**src/rtl/trap_pkg.sv**
```systemverilog
// Shared constants and types for the machine-mode trap controller: CSR
// addresses, cause codes, exc_i bit positions and the controller state enum.
package trap_pkg;

   localparam logic [11:0] CSR_MSTATUS  = 12'h300;
   localparam logic [11:0] CSR_MIE      = 12'h304;
   localparam logic [11:0] CSR_MTVEC    = 12'h305;
   localparam logic [11:0] CSR_MSCRATCH = 12'h340;
   localparam logic [11:0] CSR_MEPC     = 12'h341;
   localparam logic [11:0] CSR_MCAUSE   = 12'h342;
   localparam logic [11:0] CSR_MTVAL    = 12'h343;
   localparam logic [11:0] CSR_MIP      = 12'h344;

   // Bit positions inside exc_i = {ecall, st_mis, ld_mis, ebreak, illegal, inst_mis}
   localparam int EXC_INST_MIS = 0;
   localparam int EXC_ILLEGAL  = 1;
   localparam int EXC_EBREAK   = 2;
   localparam int EXC_LD_MIS   = 3;
   localparam int EXC_ST_MIS   = 4;
   localparam int EXC_ECALL    = 5;

   localparam logic [4:0] CAUSE_INST_MIS   = 5'd0;
   localparam logic [4:0] CAUSE_ILLEGAL    = 5'd2;
   localparam logic [4:0] CAUSE_EBREAK     = 5'd3;
   localparam logic [4:0] CAUSE_LD_MIS     = 5'd4;
   localparam logic [4:0] CAUSE_ST_MIS     = 5'd6;
   localparam logic [4:0] CAUSE_ECALL      = 5'd11;
   localparam logic [4:0] CAUSE_MSI        = 5'd3;
   localparam logic [4:0] CAUSE_MTI        = 5'd7;
   localparam logic [4:0] CAUSE_MEI        = 5'd11;
   localparam logic [4:0] CAUSE_LOCAL_BASE = 5'd16;

   localparam int MIP_MSIP  = 3;
   localparam int MIP_MTIP  = 7;
   localparam int MIP_MEIP  = 11;
   localparam int MIP_LOCAL = 16;

   typedef enum logic {
      ST_RUN      = 1'b0,
      ST_REDIRECT = 1'b1
   } state_e;

   // Writable bits of mie (and the implemented bits of mip) for n local lines.
   function automatic logic [31:0] mie_mask(input int n);
      logic [31:0] m;
      m = '0;
      m[MIP_MSIP] = 1'b1;
      m[MIP_MTIP] = 1'b1;
      m[MIP_MEIP] = 1'b1;
      for (int i = 0; i < 16; i++) begin
         if (i < n) m[MIP_LOCAL + i] = 1'b1;
      end
      return m;
   endfunction

endpackage

```
**src/rtl/irq_arbiter.sv**
```systemverilog
// Combinational interrupt arbiter: masks pending lines with mie and the global
// enable, then picks MEI > MSI > MTI > local lines (highest index first).
module irq_arbiter
   import trap_pkg::*;
#(
   parameter int NUM_LOCAL_IRQ = 4
) (
   input  logic [31:0] mip,
   input  logic [31:0] mie,
   input  logic        global_en,
   output logic        valid,
   output logic [4:0]  cause
);

   logic [31:0] pend;

   always_comb begin
      pend  = mip & mie & {32{global_en}};
      valid = 1'b0;
      cause = '0;
      if (pend[MIP_MEIP]) begin
         valid = 1'b1;
         cause = CAUSE_MEI;
      end else if (pend[MIP_MSIP]) begin
         valid = 1'b1;
         cause = CAUSE_MSI;
      end else if (pend[MIP_MTIP]) begin
         valid = 1'b1;
         cause = CAUSE_MTI;
      end else begin
         // Ascending scan so the highest pending index is the one that sticks.
         for (int i = 0; i < 16; i++) begin
            if (i < NUM_LOCAL_IRQ && pend[MIP_LOCAL + i]) begin
               valid = 1'b1;
               cause = CAUSE_LOCAL_BASE + 5'(i);
            end
         end
      end
   end

endmodule

```
**src/rtl/trap_ctrl.sv**
```systemverilog
// Machine-mode trap controller for write-back: trap CSRs, event priority,
// kill and held redirect. Vectored interrupt dispatch when TRAP_VECTORED_EN.
module trap_ctrl
   import trap_pkg::*;
#(
   parameter int          NUM_LOCAL_IRQ = 4,
   parameter logic [31:0] RESET_MTVEC   = 32'h0000_0100
) (
   input  logic                                            clk_i,
   input  logic                                            rst_i,
   input  logic                                            retire_valid_i,
   input  logic [31:0]                                     pc_i,
   input  logic [31:0]                                     instr_i,
   input  logic [31:0]                                     mem_addr_i,
   input  logic [5:0]                                      exc_i,
   input  logic                                            mret_i,
   input  logic [2:0]                                      irq_m_i,
   input  logic [((NUM_LOCAL_IRQ > 0) ? NUM_LOCAL_IRQ : 1)-1:0] irq_local_i,
   input  logic                                            csr_we_i,
   input  logic [11:0]                                     csr_addr_i,
   input  logic [31:0]                                     csr_wdata_i,
   output logic [31:0]                                     csr_rdata_o,
   output logic                                            csr_illegal_o,
   output logic                                            kill_o,
   output logic                                            redirect_valid_o,
   input  logic                                            redirect_ready_i,
   output logic [31:0]                                     redirect_pc_o,
   output state_e                                          state_o
);

   localparam logic [31:0] MIE_MASK = mie_mask(NUM_LOCAL_IRQ);

   // Handshake: redirect_valid_o is high for the whole REDIRECT state and
   // redirect_pc_o is stable while it is high; the redirect transfers on the
   // clock edge where redirect_valid_o and redirect_ready_i are both 1.
   state_e      state, state_nxt;
   logic        mstatus_mie, mstatus_mpie;
   logic [31:0] mie_reg, mepc, mcause, mtval, mscratch, redirect_pc;
   logic [29:0] mtvec_base;
   logic        mtvec_mode;
   logic [31:0] mip, mstatus, mtvec;
   logic [15:0] local_ext;
   logic        irq_valid;
   logic [4:0]  irq_cause;
   logic        act, exc_any, take_exc, take_irq, take_mret, trap, csr_wr;
   logic [4:0]  exc_cause;
   logic [31:0] exc_tval, trap_cause, trap_tval, target, vec_offset;

   assign local_ext = 16'(irq_local_i);

   always_comb begin
      mip = {local_ext, 16'h0000} & MIE_MASK;
      mip[MIP_MSIP] = irq_m_i[0];
      mip[MIP_MTIP] = irq_m_i[1];
      mip[MIP_MEIP] = irq_m_i[2];
   end

   assign mstatus = {19'b0, 2'b11, 3'b0, mstatus_mpie, 3'b0, mstatus_mie, 3'b0};
   assign mtvec   = {mtvec_base, 1'b0, mtvec_mode};

   irq_arbiter #(
      .NUM_LOCAL_IRQ(NUM_LOCAL_IRQ)
   ) u_irq_arbiter (
      .mip      (mip),
      .mie      (mie_reg),
      .global_en(mstatus_mie),
      .valid    (irq_valid),
      .cause    (irq_cause)
   );

   always_comb begin
      exc_cause = CAUSE_ECALL;
      exc_tval  = '0;
      if (exc_i[EXC_INST_MIS]) begin
         exc_cause = CAUSE_INST_MIS;
         exc_tval  = pc_i;
      end else if (exc_i[EXC_ILLEGAL]) begin
         exc_cause = CAUSE_ILLEGAL;
         exc_tval  = instr_i;
      end else if (exc_i[EXC_EBREAK]) begin
         exc_cause = CAUSE_EBREAK;
      end else if (exc_i[EXC_LD_MIS]) begin
         exc_cause = CAUSE_LD_MIS;
         exc_tval  = mem_addr_i;
      end else if (exc_i[EXC_ST_MIS]) begin
         exc_cause = CAUSE_ST_MIS;
         exc_tval  = mem_addr_i;
      end
   end

   assign act       = retire_valid_i && (state == ST_RUN);
   assign exc_any   = |exc_i;
   assign take_exc  = act && exc_any;
   assign take_irq  = act && !exc_any && irq_valid;
   assign take_mret = act && !exc_any && !irq_valid && mret_i;
   assign trap      = take_exc || take_irq;
   // Any event in the same cycle discards the CSR write.
   assign csr_wr    = act && csr_we_i && !trap && !take_mret;

   assign trap_cause = take_exc ? {27'b0, exc_cause} : {1'b1, 26'b0, irq_cause};
   assign trap_tval  = take_exc ? exc_tval : 32'h0;

`ifdef TRAP_VECTORED_EN
   assign vec_offset = (take_irq && mtvec_mode) ? {25'b0, irq_cause, 2'b00} : 32'h0;
`else
   assign vec_offset = 32'h0;
`endif

   assign target = trap ? ({mtvec_base, 2'b00} + vec_offset) : mepc;

   always_ff @(posedge clk_i or negedge rst_i) begin
      if (!rst_i) state <= ST_RUN;
      else        state <= state_nxt;
   end

   always_comb begin
      state_nxt        = state;
      kill_o           = 1'b0;
      redirect_valid_o = 1'b0;
      case (state)
         ST_RUN: begin
            kill_o = trap;
            if (trap || take_mret) state_nxt = ST_REDIRECT;
         end
         ST_REDIRECT: begin
            kill_o           = retire_valid_i;
            redirect_valid_o = 1'b1;
            if (redirect_ready_i) state_nxt = ST_RUN;
         end
         default: state_nxt = ST_RUN;
      endcase
   end

   assign state_o       = state;
   assign redirect_pc_o = redirect_pc;

   always_ff @(posedge clk_i or negedge rst_i) begin
      if (!rst_i) redirect_pc <= '0;
      else if (trap || take_mret) redirect_pc <= target;
   end

   always_ff @(posedge clk_i or negedge rst_i) begin
      if (!rst_i) begin
         mstatus_mie  <= 1'b0;
         mstatus_mpie <= 1'b0;
         mie_reg      <= '0;
         mtvec_base   <= RESET_MTVEC[31:2];
         mepc         <= '0;
         mcause       <= '0;
         mtval        <= '0;
         mscratch     <= '0;
      end else if (trap) begin
         mepc         <= {pc_i[31:2], 2'b00};
         mcause       <= trap_cause;
         mtval        <= trap_tval;
         mstatus_mpie <= mstatus_mie;
         mstatus_mie  <= 1'b0;
      end else if (take_mret) begin
         mstatus_mie  <= mstatus_mpie;
         mstatus_mpie <= 1'b1;
      end else if (csr_wr) begin
         case (csr_addr_i)
            CSR_MSTATUS: begin
               mstatus_mie  <= csr_wdata_i[3];
               mstatus_mpie <= csr_wdata_i[7];
            end
            CSR_MIE:      mie_reg    <= csr_wdata_i & MIE_MASK;
            CSR_MTVEC:    mtvec_base <= csr_wdata_i[31:2];
            CSR_MSCRATCH: mscratch   <= csr_wdata_i;
            CSR_MEPC:     mepc       <= {csr_wdata_i[31:2], 2'b00};
            CSR_MCAUSE:   mcause     <= csr_wdata_i;
            CSR_MTVAL:    mtval      <= csr_wdata_i;
            default: ;
         endcase
      end
   end

`ifdef TRAP_VECTORED_EN
   always_ff @(posedge clk_i or negedge rst_i) begin
      if (!rst_i) mtvec_mode <= RESET_MTVEC[0];
      else if (csr_wr && csr_addr_i == CSR_MTVEC) mtvec_mode <= csr_wdata_i[0];
   end
`else
   assign mtvec_mode = 1'b0;
`endif

   always_comb begin
      csr_rdata_o   = '0;
      csr_illegal_o = 1'b0;
      case (csr_addr_i)
         CSR_MSTATUS:  csr_rdata_o = mstatus;
         CSR_MIE:      csr_rdata_o = mie_reg;
         CSR_MTVEC:    csr_rdata_o = mtvec;
         CSR_MSCRATCH: csr_rdata_o = mscratch;
         CSR_MEPC:     csr_rdata_o = mepc;
         CSR_MCAUSE:   csr_rdata_o = mcause;
         CSR_MTVAL:    csr_rdata_o = mtval;
         CSR_MIP:      csr_rdata_o = mip;
         default:      csr_illegal_o = 1'b1;
      endcase
   end

endmodule

```
**config.mk**
```make
export PLATFORM = sky130hd
export DESIGN_NAME = trap_ctrl
export DESIGN_NICKNAME = d
export VERILOG_FILES = /design/src/rtl/trap_pkg.sv /design/src/rtl/irq_arbiter.sv /design/src/rtl/trap_ctrl.sv
export SDC_FILE = /design/constraint.sdc
export NUM_CORES = 1
export LEC_CHECK = 0
export BUFFER_PORTS_ARGS = -buffer_cell sky130_fd_sc_hd__buf_2
export CAP_MARGIN = 40
export CORE_ASPECT_RATIO = 0.8
export CORE_UTILIZATION = 57
export CTS_BUF_LIST = sky130_fd_sc_hd__clkbuf_4 sky130_fd_sc_hd__clkbuf_8
export DETAILED_ROUTE_END_ITERATION = 6
export PLACE_DENSITY = 0.83
export SYNTH_ARGS = -nofsm -noshare
export SYNTH_HDL_FRONTEND = slang
export SYNTH_SLANG_ARGS = --single-unit
```
**constraint.sdc**
```tcl
create_clock -name clk_i -period 2.6 [get_ports clk_i]
set_input_delay 0.39 -clock clk_i [delete_from_list [all_inputs] [get_ports clk_i]]
set_output_delay 0.39 -clock clk_i [all_outputs]
set_load 0.02 [all_outputs]
```
==> flow_summary.yaml, run 1 <==
worst_setup_path:
  r2r_slack_ps: 100
  crit_path_top_delay_cell: "or4b_4"
  reg2reg_to: "mscratch[22]"
  reg2reg_depth: 7
  r2r_start: "mie_reg[17]"
  crit_required_ps: 2210
  cp.arrival_ps: 2250
  path_class: "primary input to primary output"
  cp_max_fo: 8
  crit_family: "simple AND/OR/NAND/NOR gates"
  path_buf_inv: 4
  end_kind: "primary output"
  path_cells: "buf_2 > or4b_4 > nor4_4 > buf_6 > buf_12 > nand2_1 > o21ai_0 > a221o_1 > buf_6"
  crit_top_cell: "buf_6"
  cpPeakStageDelay_ps: 560
  critPathLaunchType: "primary input"
synthesis:
  synthXorXnorAreaFrac: 0
  yosysTopAreaCellShare: 0.457
  synth_area_um2: 10700
  yosysWarningCount: 0
  synth-seq-area-share: 0.460
  yosysUniqueCellTypes: 55
  yosys.area.top_type: "dfrtp_1"
  syn_avg_cell_area_um2: 11.0
  synth_top_family_by_area: "multiplexers"
  synth_compound_gate_area_share: 0.176
  yosys.area_share.simple: 0.102
  synth_edf_count: 0
  synthMuxAreaShare: 0.220
  async_flop_share: 1.00
  yosys_most_used_dff: "dfrtp_1"
  yosys-top-cells-area: "dfrtp_1, mux2_1, mux2_2"
  syn_inst: 969
  ys_ff_latch: 196
  synthAdderAreaFrac: 0
clock_network:
  cts_buffers: 17
  cts_buffer_depth: 2
  cts_tree: "done"
  cts.sinks: 196
  cts-root-buf: "clkbuf_8"
  clk_latency_ps: 460
  h-tree-depth: 4
  clk_pin_slew_worst_paths_ps: 90
pwr:
  powerDensity_nw_per_um2: 577
  ir_worst_vdd_uv: 343
  leakage_nw: 6.31
worst_hold_path:
  min_path_type: "primary input to flip-flop"
  whs_path_depth: 3
  holdCritStartpoint: "redirect_ready_i"
  whs_endpoint: "state_o"
die:
  fp.dieW_um: 155
  chipHeight_um: 124
  pin_count: 227
  rows: 44
  core_area_um2: 18200
  dieArea_um2: 19300
  initial_core_util: 0.586
routing:
  drtPass1Iterations: 7
  vias_per_cell: 6.36
  wl_mm: 32.5
  drc: 0
  drtAntennaViolNets: 0
  detail_route.iter0.violations: 922
  routedWlPerCell_um: 22.0
  vias: 9393
timing:
  period_share: 1.02
  rsz0062_at_grt: "true"
  worst_pin_slew_ps: 857
  fmax_ghz: 0.378
  drv_slew: 0
  skew_ps: 13.8
  slew_headroom: 0.427
  whs_ps: 188
  hold_viol: 0
  setup_slack_ps: -43.5
  setup_violations: 8
  min_period_ps: 2640
cells_and_area:
  post-route-util: 0.716
  fill_cells: 1289
  drive_above_1_share: 0.365
  fin_nets: 1369
  final_cells: 1476
  antennaDiodeCount: 0
  multi_input_comb_area_um2: 5440
  stdcell_area_um2: 13100
  regArea_um2: 4910
  reg.largest.list: "mcause: 32 flops, mscratch: 32 flops, mtval: 32 flops"
  synthToLayoutAreaGrowth_pct: 22.3
placed_design:
  place_hpwl_mm: 22.1
  dp.cells: 1440
  place_ws_ps: -45.4
  placed_cell_area_um2: 12500
  place_congestion: 0.939
  portBuffers: 224
global_routing:
  grt_pass1_vias: 9284
  grtUsageTotal: 0.345
  antenna_found_initial: 1
  grt_overflow: 0
  grt_max_degree: 68
  grt_pass1_wl_mm: 51.1
run_status:
  violations: "negative setup slack"
  status: "complete, but fails checks"
job:
  max_cap_violations: 0
## layout make-up
cell class | instances | area share
Multi-Input combinational cell | 681 | 0.416
Sequential cell | 196 | 0.376
Timing Repair Buffer | 306 | 0.153
Tap cell | 253 | 0.0242
Clock buffer | 22 | 0.0213
Clock inverter | 10 | 0.00652
Inverter | 8 | 0.00230
## report_power, final
part | internal (W) | total [W] | switching, W | leakage, nW
Combinational | 0.000794 | 0.00177 | 0.000978 | 3.62
Clock | 0.000821 | 0.00188 | 0.00106 | 0.194
Sequential | 0.00355 | 0.00388 | 0.000332 | 2.50
## logic make-up (layout without fill, tap and decap cells)
kind of cell           count (synthesis)  count (layout)
AO/OA/AOI/OAI                        255             255
buffers and inverters                 93             346
flip-flops                           196             196
multiplexers                         203             203
other                                  1               2
AND/OR/NAND/NOR                      221             221
## worst register-to-register path: stages, from the launching register on
cell and delay, ps:
dfrtp_1 420, a22oi_1 270, buf_4 190, a31o_2 190, nand2_1 80, or4b_2 630, buf_4 260, mux2_4 350
## synthesized netlist by cell type, types with 4 or more instances
library cell and instances:
o22ai_1 21, nand3_1 13, buf_4 4, inv_1 8
nor4_1 5, o21ai_0 59, dfrtp_1 195, mux2_1 81
a32o_1 31, or3_1 5, a221o_1 54, o31ai_1 4
nand2b_1 34, mux2i_1 42, a31oi_1 5, nand2_1 90
a22oi_1 19, nor3_1 5, nor2b_1 6, a21oi_1 42
mux2_4 30, buf_6 7, nor2_1 43, mux2_2 50
clkbuf_1 50, buf_2 22
## metrics by stage
step	TNS, ps	power, W
floorplan	0	0.00489
finish	-134	0.00753
global route	-621	0.00788
global placement	-287	0.00558
detailed placement	-1210	0.00566
CTS	0	0.00752
## worst max path at each step
stage / startpoint / endpoint / slack [ps] / depth (start not counted)
6_report: csr_addr_i[5] / csr_rdata_o[10] / -40 / 9
5_1_grt: csr_addr_i[5] / csr_rdata_o[30] / -60 / 9
4_1_cts: csr_addr_i[11] / csr_rdata_o[8] / 30 / 8
3_5_place_dp: exc_i[1] / mscratch[26] / -50 / 7
3_3_place_gp: csr_addr_i[11] / csr_rdata_o[3] / -10 / 8
2_1_floorplan: csr_addr_i[5] / csr_rdata_o[3] / 40 / 7
## layer usage
| metal | part of all wire | vias up | routed length [um] | track usage |
|---|---|---|---|---|
| met4 | 0.023 | 2 | 757 | 0.121 |
| met5 | 0.00040 | - | 13 | 0 |
| li1 | - | 4103 | - | - |
| met3 | 0.091 | 73 | 2960 | 0.0654 |
| met2 | 0.46 | 524 | 14800 | 0.523 |
| met1 | 0.43 | 4691 | 13900 | 0.494 |
## what timing repair did
item                                   CTS  global route
hold buffers                             1             0
gates cloned                             0             1
buffers inserted                         0             2
resized for setup                        4            39
endpoints found under the hold margin   53             0
pin swaps                                0             1
setup endpoints to repair               19            34
## cell usage in the layout (no fill, tap or decap), types with 8 or more instances in the layout
cell      synthesis  layout
a21oi_1          42      41
a221o_1          54      54
a22oi_1          19      18
a32o_1           31      31
buf_12            0      15
buf_2            22     211
buf_4             4      68
buf_6             7      10
clkbuf_8          0      19
dfrtp_1         195     195
inv_1             8       8
mux2_1           81      81
mux2_2           50      50
mux2_4           30      30
mux2i_1          42      42
nand2_1          90      88
nand2b_1         34      34
nand3_1          13      13
nor2_1           43      42
o21ai_0          59      56
o22ai_1          21      21
(Power assumes the default switching activity.)
==> run 2, diff against run 1 <==
--- a/config.mk
+++ b/config.mk
@@ -11,6 +11,7 @@
 export CORE_UTILIZATION = 57
 export CTS_BUF_LIST = sky130_fd_sc_hd__clkbuf_4 sky130_fd_sc_hd__clkbuf_8
 export DETAILED_ROUTE_END_ITERATION = 6
+export MAX_ROUTING_LAYER = met4
 export PLACE_DENSITY = 0.83
 export SYNTH_ARGS = -nofsm -noshare
 export SYNTH_HDL_FRONTEND = slang
==> run 2 against run 1 <==
  * The run still ends with negative setup slack left
  * Setup slack improved by 39 ps
  * Via count is 0.28% higher
  * First-iteration DRC count is 15% higher
  * Clock skew shrank 4.3 ps
  * Hold slack got worse by 8.5 ps
  * Maximum frequency up 1.5%
  * Global-route usage grew 0.76 points
==> flow_summary.yaml, run 2 (same netlist as run 1, synthesis figures left out) <==
routing:
  drtAntennaViolNets: 0
  vias: 9419
  vias_per_cell: 6.41
  routedWlPerCell_um: 22.4
  drc: 0
  wl_mm: 32.8
  drtPass1Iterations: 5
  detail_route.iter0.violations: 1056
pwr:
  ir_worst_vdd_uv: 421
  seqPwrFrac: 0.501
  p_clk_frac: 0.273
  powerDensity_nw_per_um2: 589
  combPwrFrac: 0.226
  p_int_w: 0.00534
  p_sw_frac: 0.311
  p_sw_w: 0.00241
  leakage_nw: 6.33
worst_setup_path:
  crit_required_ps: 2210
  path_cells: "buf_2 > or4b_4 > nor4_4 > buf_6 > buf_8 > nand2_1 > o21ai_1 > a221o_1 > buf_6"
  crit_top_cell: "buf_6"
  path_class: "primary input to primary output"
  critPathLaunchType: "primary input"
  reg2reg_to: "mscratch[26]"
  cpPeakStageDelay_ps: 570
  r2r_slack_ps: 80
  reg2reg_depth: 7
  end_kind: "primary output"
  cp.arrival_ps: 2210
  cp_max_fo: 6
  crit_path_top_delay_cell: "or4b_4"
  r2r_start: "mie_reg[17]"
clock_network:
  cts_tree: "done"
  cts_buffer_depth: 2
  clk_latency_ps: 470
  h-tree-depth: 4
  clk_pin_slew_worst_paths_ps: 90
  cts-root-buf: "clkbuf_8"
  cts_buffers: 17
  cts.sinks: 196
placed_design:
  portBuffers: 224
  dp.cells: 1432
  place_ws_ps: -91.5
  place_congestion: 0.995
  place_hpwl_mm: 22.1
timing:
  min_period_ps: 2600
  drv_slew: 0
  skew_ps: 9.52
  slew_headroom: 0.446
  whs_ps: 179
  rsz0062_at_grt: "true"
  fmax_ghz: 0.384
  period_share: 1.00
  tns_ps: -4.55
  setup_violations: 1
  hold_viol: 0
  setup_slack_ps: -4.55
  worst_pin_slew_ps: 828
die:
  core_area_um2: 18200
  chipHeight_um: 124
  initial_core_util: 0.586
  fp.dieW_um: 155
  dieArea_um2: 19300
  rows: 44
  pin_count: 227
worst_hold_path:
  whs_endpoint: "state_o"
  holdCritStartpoint: "redirect_ready_i"
  whs_path_depth: 3
  min_path_type: "primary input to flip-flop"
cells_and_area:
  final_cells: 1469
  fill_cells: 1289
  post-route-util: 0.722
  regArea_um2: 4910
  fin_nets: 1362
  final_common_cell: "buf_2"
  antennaDiodeCount: 0
  synthToLayoutAreaGrowth_pct: 23.2
  reg.largest.list: "mcause: 32 flops, mscratch: 32 flops, mtval: 32 flops"
  final_cell_mix: "buf_2, dfrtp_1, nand2_1, mux2_1, buf_4"
  drive_above_1_share: 0.366
  multi_input_comb_area_um2: 5460
global_routing:
  grtUsageTotal: 0.352
  grt_pass1_vias: 9256
  grt_overflow: 0
  grt_pass1_wl_mm: 50.7
  grt_max_degree: 68
  antenna_found_initial: 0
run_status:
  status: "complete, but fails checks"
  violations: "negative setup slack"
job:
  max_cap_violations: 0
==> run 2: cell types whose count changed in the layout (fill, tap and decap cells not counted), sizes merged <==
cell / change
inv: +1
buf: -8
clkinv: -2
bufinv: +2
clkinvlp: +1
clkbuf: -1
==> run 2: stage by stage <==
stage	cell area [um^2]	power [W]
after floorplan	10700	0.00489
after global routing	13200	0.00808
after detailed placement	12500	0.00564
after CTS	12900	0.00772
final	13200	0.00775
after global placement	12500	0.00556
==> run 2: final cells by class <==
cell class                      count  area share
Clock buffer                       20      0.0204
Clock inverter                     12      0.0115
Inverter                            8     0.00228
Multi-Input combinational cell    681       0.415
Sequential cell                   196       0.373
Tap cell                          253      0.0241
Timing Repair Buffer              299       0.153
==> run 2: how the worst max path moves through the flow <==
stage / from / endpoint / slack, ps / depth (start not counted)
2_1_floorplan: csr_addr_i[5] / csr_rdata_o[3] / 40 / 7
3_3_place_gp: csr_addr_i[11] / csr_rdata_o[15] / -20 / 8
3_5_place_dp: exc_i[1] / mscratch[22] / -90 / 7
4_1_cts: csr_addr_i[5] / csr_rdata_o[2] / 2 / 9
5_1_grt: csr_addr_i[11] / csr_rdata_o[11] / -40 / 9
6_report: csr_addr_i[3] / csr_rdata_o[21] / -5 / 9
==> run 2: worst max-delay path, delay by kind of cell <==
family	cells	cell delay, ps
AND/OR/NAND/NOR	3	900
buffers and inverters	4	610
AO/OA/AOI/OAI	2	320
==> run 2: per-layer routing <==
| metal | wire length, um | vias up | GRT usage |
|---|---|---|---|
| li1 | - | 4101 | - |
| met1 | 14100 | 4721 | 0.484 |
| met2 | 14900 | 527 | 0.521 |
| met3 | 2970 | 70 | 0.0654 |
| met4 | 914 | 0 | 0.129 |
| met5 | 0 | - | - |
==> run 2: what timing repair did <==
item                                    CTS  global route
resized for setup                         7            58
hold buffers                              1             0
gates cloned                              1             1
pin swaps                                 1             5
endpoints found under the setup margin   28            51
buffers inserted                          2             0
endpoints found under the hold margin    47             0
==> run 2: power by group through the flow <==
| stage | combinational (W) | clock, W | sequential, W |
|---|---|---|---|
| CTS | 0.00173 | 0.00212 | 0.00387 |
| detailed placement | 0.00172 | 0 | 0.00392 |
| global placement | 0.00166 | 0 | 0.00390 |
| global route | 0.00189 | 0.00225 | 0.00393 |
| floorplan | 0.000938 | 0 | 0.00395 |
| finish | 0.00176 | 0.00211 | 0.00388 |
==> run 3, diff against run 2 <==
--- a/config.mk
+++ b/config.mk
@@ -5,14 +5,15 @@
 export SDC_FILE = /design/constraint.sdc
 export NUM_CORES = 1
 export LEC_CHECK = 0
-export BUFFER_PORTS_ARGS = -buffer_cell sky130_fd_sc_hd__buf_2
 export CAP_MARGIN = 40
 export CORE_ASPECT_RATIO = 0.8
-export CORE_UTILIZATION = 57
+export CORE_UTILIZATION = 60
 export CTS_BUF_LIST = sky130_fd_sc_hd__clkbuf_4 sky130_fd_sc_hd__clkbuf_8
 export DETAILED_ROUTE_END_ITERATION = 6
+export DONT_BUFFER_PORTS = 1
 export MAX_ROUTING_LAYER = met4
-export PLACE_DENSITY = 0.83
+export PLACE_DENSITY = 0.76
+export SKIP_LAST_GASP = 1
 export SYNTH_ARGS = -nofsm -noshare
 export SYNTH_HDL_FRONTEND = slang
 export SYNTH_SLANG_ARGS = --single-unit
==> run 3 against run 2 <==
  * Clock-buffer cell count is 3 lower
  * Setup slack better by 94 ps
  * Combinational power is 32% lower
  * Highest routed layer unchanged
  * Critical endpoint is now csr_rdata_o[5]
  * The run ends with negative hold slack left
==> flow_summary.yaml, run 3 (same netlist as run 1, synthesis figures left out) <==
timing:
  worst_pin_slew_ps: 576
  period_share: 0.966
  tns_ps: 0
  rsz0062_at_grt: "false"
  hold_viol: 196
  min_period_ps: 2510
  drv_slew: 0
  setup_slack_ps: 89.7
  fmax_ghz: 0.398
  slew_headroom: 0.611
  whs_ps: -417
  skew_ps: 15.0
  setup_violations: 0
pwr:
  total_power_w: 0.00727
  leakage_nw: 5.23
  ir_worst_vdd_uv: 399
  powerDensity_nw_per_um2: 627
cells_and_area:
  antennaDiodeCount: 0
  final_cell_mix: "dfrtp_1, nand2_1, mux2_1, o21ai_0, a221o_1"
  final_common_cell: "dfrtp_1"
  reg.largest.list: "mcause: 32 flops, mscratch: 32 flops, mtval: 32 flops"
  drive_above_1_share: 0.201
  synthToLayoutAreaGrowth_pct: 8.74
  fin_nets: 1123
  post-route-util: 0.668
global_routing:
  antenna_found_initial: 0
  grtUsageTotal: 0.346
  grt_overflow: 0
  grt_pass1_vias: 8008
  met3_usage: 0.0820
  grt_pass1_wl_mm: 46.0
  met2_usage: 0.499
  global_route.usage.met1: 0.474
  grt_max_degree: 197
  gr-max-usage-layer: "met2"
job:
  max_cap_violations: 0
worst_setup_path:
  crit_required_ps: 2210
  r2r_slack_ps: 110
  cp_max_fo: 30
  end_kind: "primary output"
  path_class: "primary input to primary output"
  critPathLaunchType: "primary input"
  cp.arrival_ps: 2120
clock_network:
  cts-root-buf: "clkbuf_8"
  clk_pin_slew_worst_paths_ps: 110
  cts_buffer_depth: 2
  cts_tree: "done"
  clk_latency_ps: 490
  h-tree-depth: 4
  cts.sinks: 196
  cts_buffers: 17
die:
  fp.dieW_um: 151
  rows: 43
  chipHeight_um: 121
  initial_core_util: 0.614
  dieArea_um2: 18300
  pin_count: 227
  core_area_um2: 17400
run_status:
  violations: "negative hold slack"
  status: "complete, but fails checks"
placed_design:
  place_ws_ps: 51.2
  place_congestion: 0.901
  place_hpwl_mm: 19.7
  portBuffers: 0
routing:
  routedWlPerCell_um: 24.8
  vias_per_cell: 6.72
  drtPass1Iterations: 5
  drtAntennaViolNets: 0
  wl_mm: 29.8
  vias: 8083
  detail_route.iter0.violations: 726
  drc: 0
worst_hold_path:
  min_path_type: "primary input to async pin"
## run 3: cell types whose count changed in the layout (fill, tap and decap cells not counted), moves of 3 or more
| cell | previous run | this run |
|---|---|---|
| buf_2 | 198 | 0 |
| inv_8 | 0 | 3 |
| buf_6 | 16 | 0 |
| a22oi_2 | 4 | 1 |
| nand3_1 | 10 | 13 |
| buf_4 | 67 | 50 |
| o21ai_1 | 3 | 0 |
| a22oi_1 | 15 | 18 |
| o21ai_0 | 56 | 59 |
| clkbuf_8 | 20 | 17 |
| buf_12 | 14 | 10 |
| nand3_2 | 4 | 1 |
## run 3: final cells by class
cell class	count	area, um^2
Fill cell	1311	5770
Multi-Input combinational cell	681	5410
Sequential cell	196	4910
Timing Repair Buffer	60	576
Tap cell	225	282
Clock buffer	17	234
Clock inverter	15	171
Inverter	8	30.0
## run 3: path summary, 6_finish.rpt
check                                start                end  cells after the start
max                         csr_addr_i[11]     csr_rdata_o[5]                      6
min                                  rst_i  redirect_pc_o[31]                      0
max reg2reg                    mie_reg[11]       mscratch[10]                      7
min reg2reg                      mcause[6]          mcause[6]                      2
max in group asynchronous            rst_i      mtvec_base[6]                      0
min in group clk_i         csr_wdata_i[28]         mcause[28]                      2
## run 3: metal layers
layer | vias up | share of wire
met5 | - | 0
met4 | 0 | 0.027
met3 | 55 | 0.079
met2 | 314 | 0.45
met1 | 4099 | 0.44
li1 | 3615 | -
## run 3: worst max-delay path, cell delays in order
cell and delay, ps:
or4b_1 590, nor4_4 350, buf_12 260, nand2_1 90, o21ai_0 120, a221o_1 300
## run 3: what timing repair did
item,4_1_cts,5_1_grt
buffers inserted,0,0
endpoints found under the hold margin,196,196
resized for setup,0,3
setup endpoints to repair,0,28
## run 3: where the power goes
group,total [W],switching (W),internal (W)
clock,0.00207,0.00118,0.000885
combinational,0.00119,0.000571,0.000617
sequential,0.00402,0.000474,0.00354
total,0.00727,0.00223,0.00505
## run 3: per-stage QoR
step | instances | instance area (um^2) | hold WS, ps
final | 1202 | 11600 | -417
after global routing | 1202 | 11600 | -433
after CTS | 1202 | 11600 | -434
after detailed placement | 1170 | 11200 | 100
after global placement | 1169 | 11200 | 103
after floorplan | 970 | 10700 | 94.4
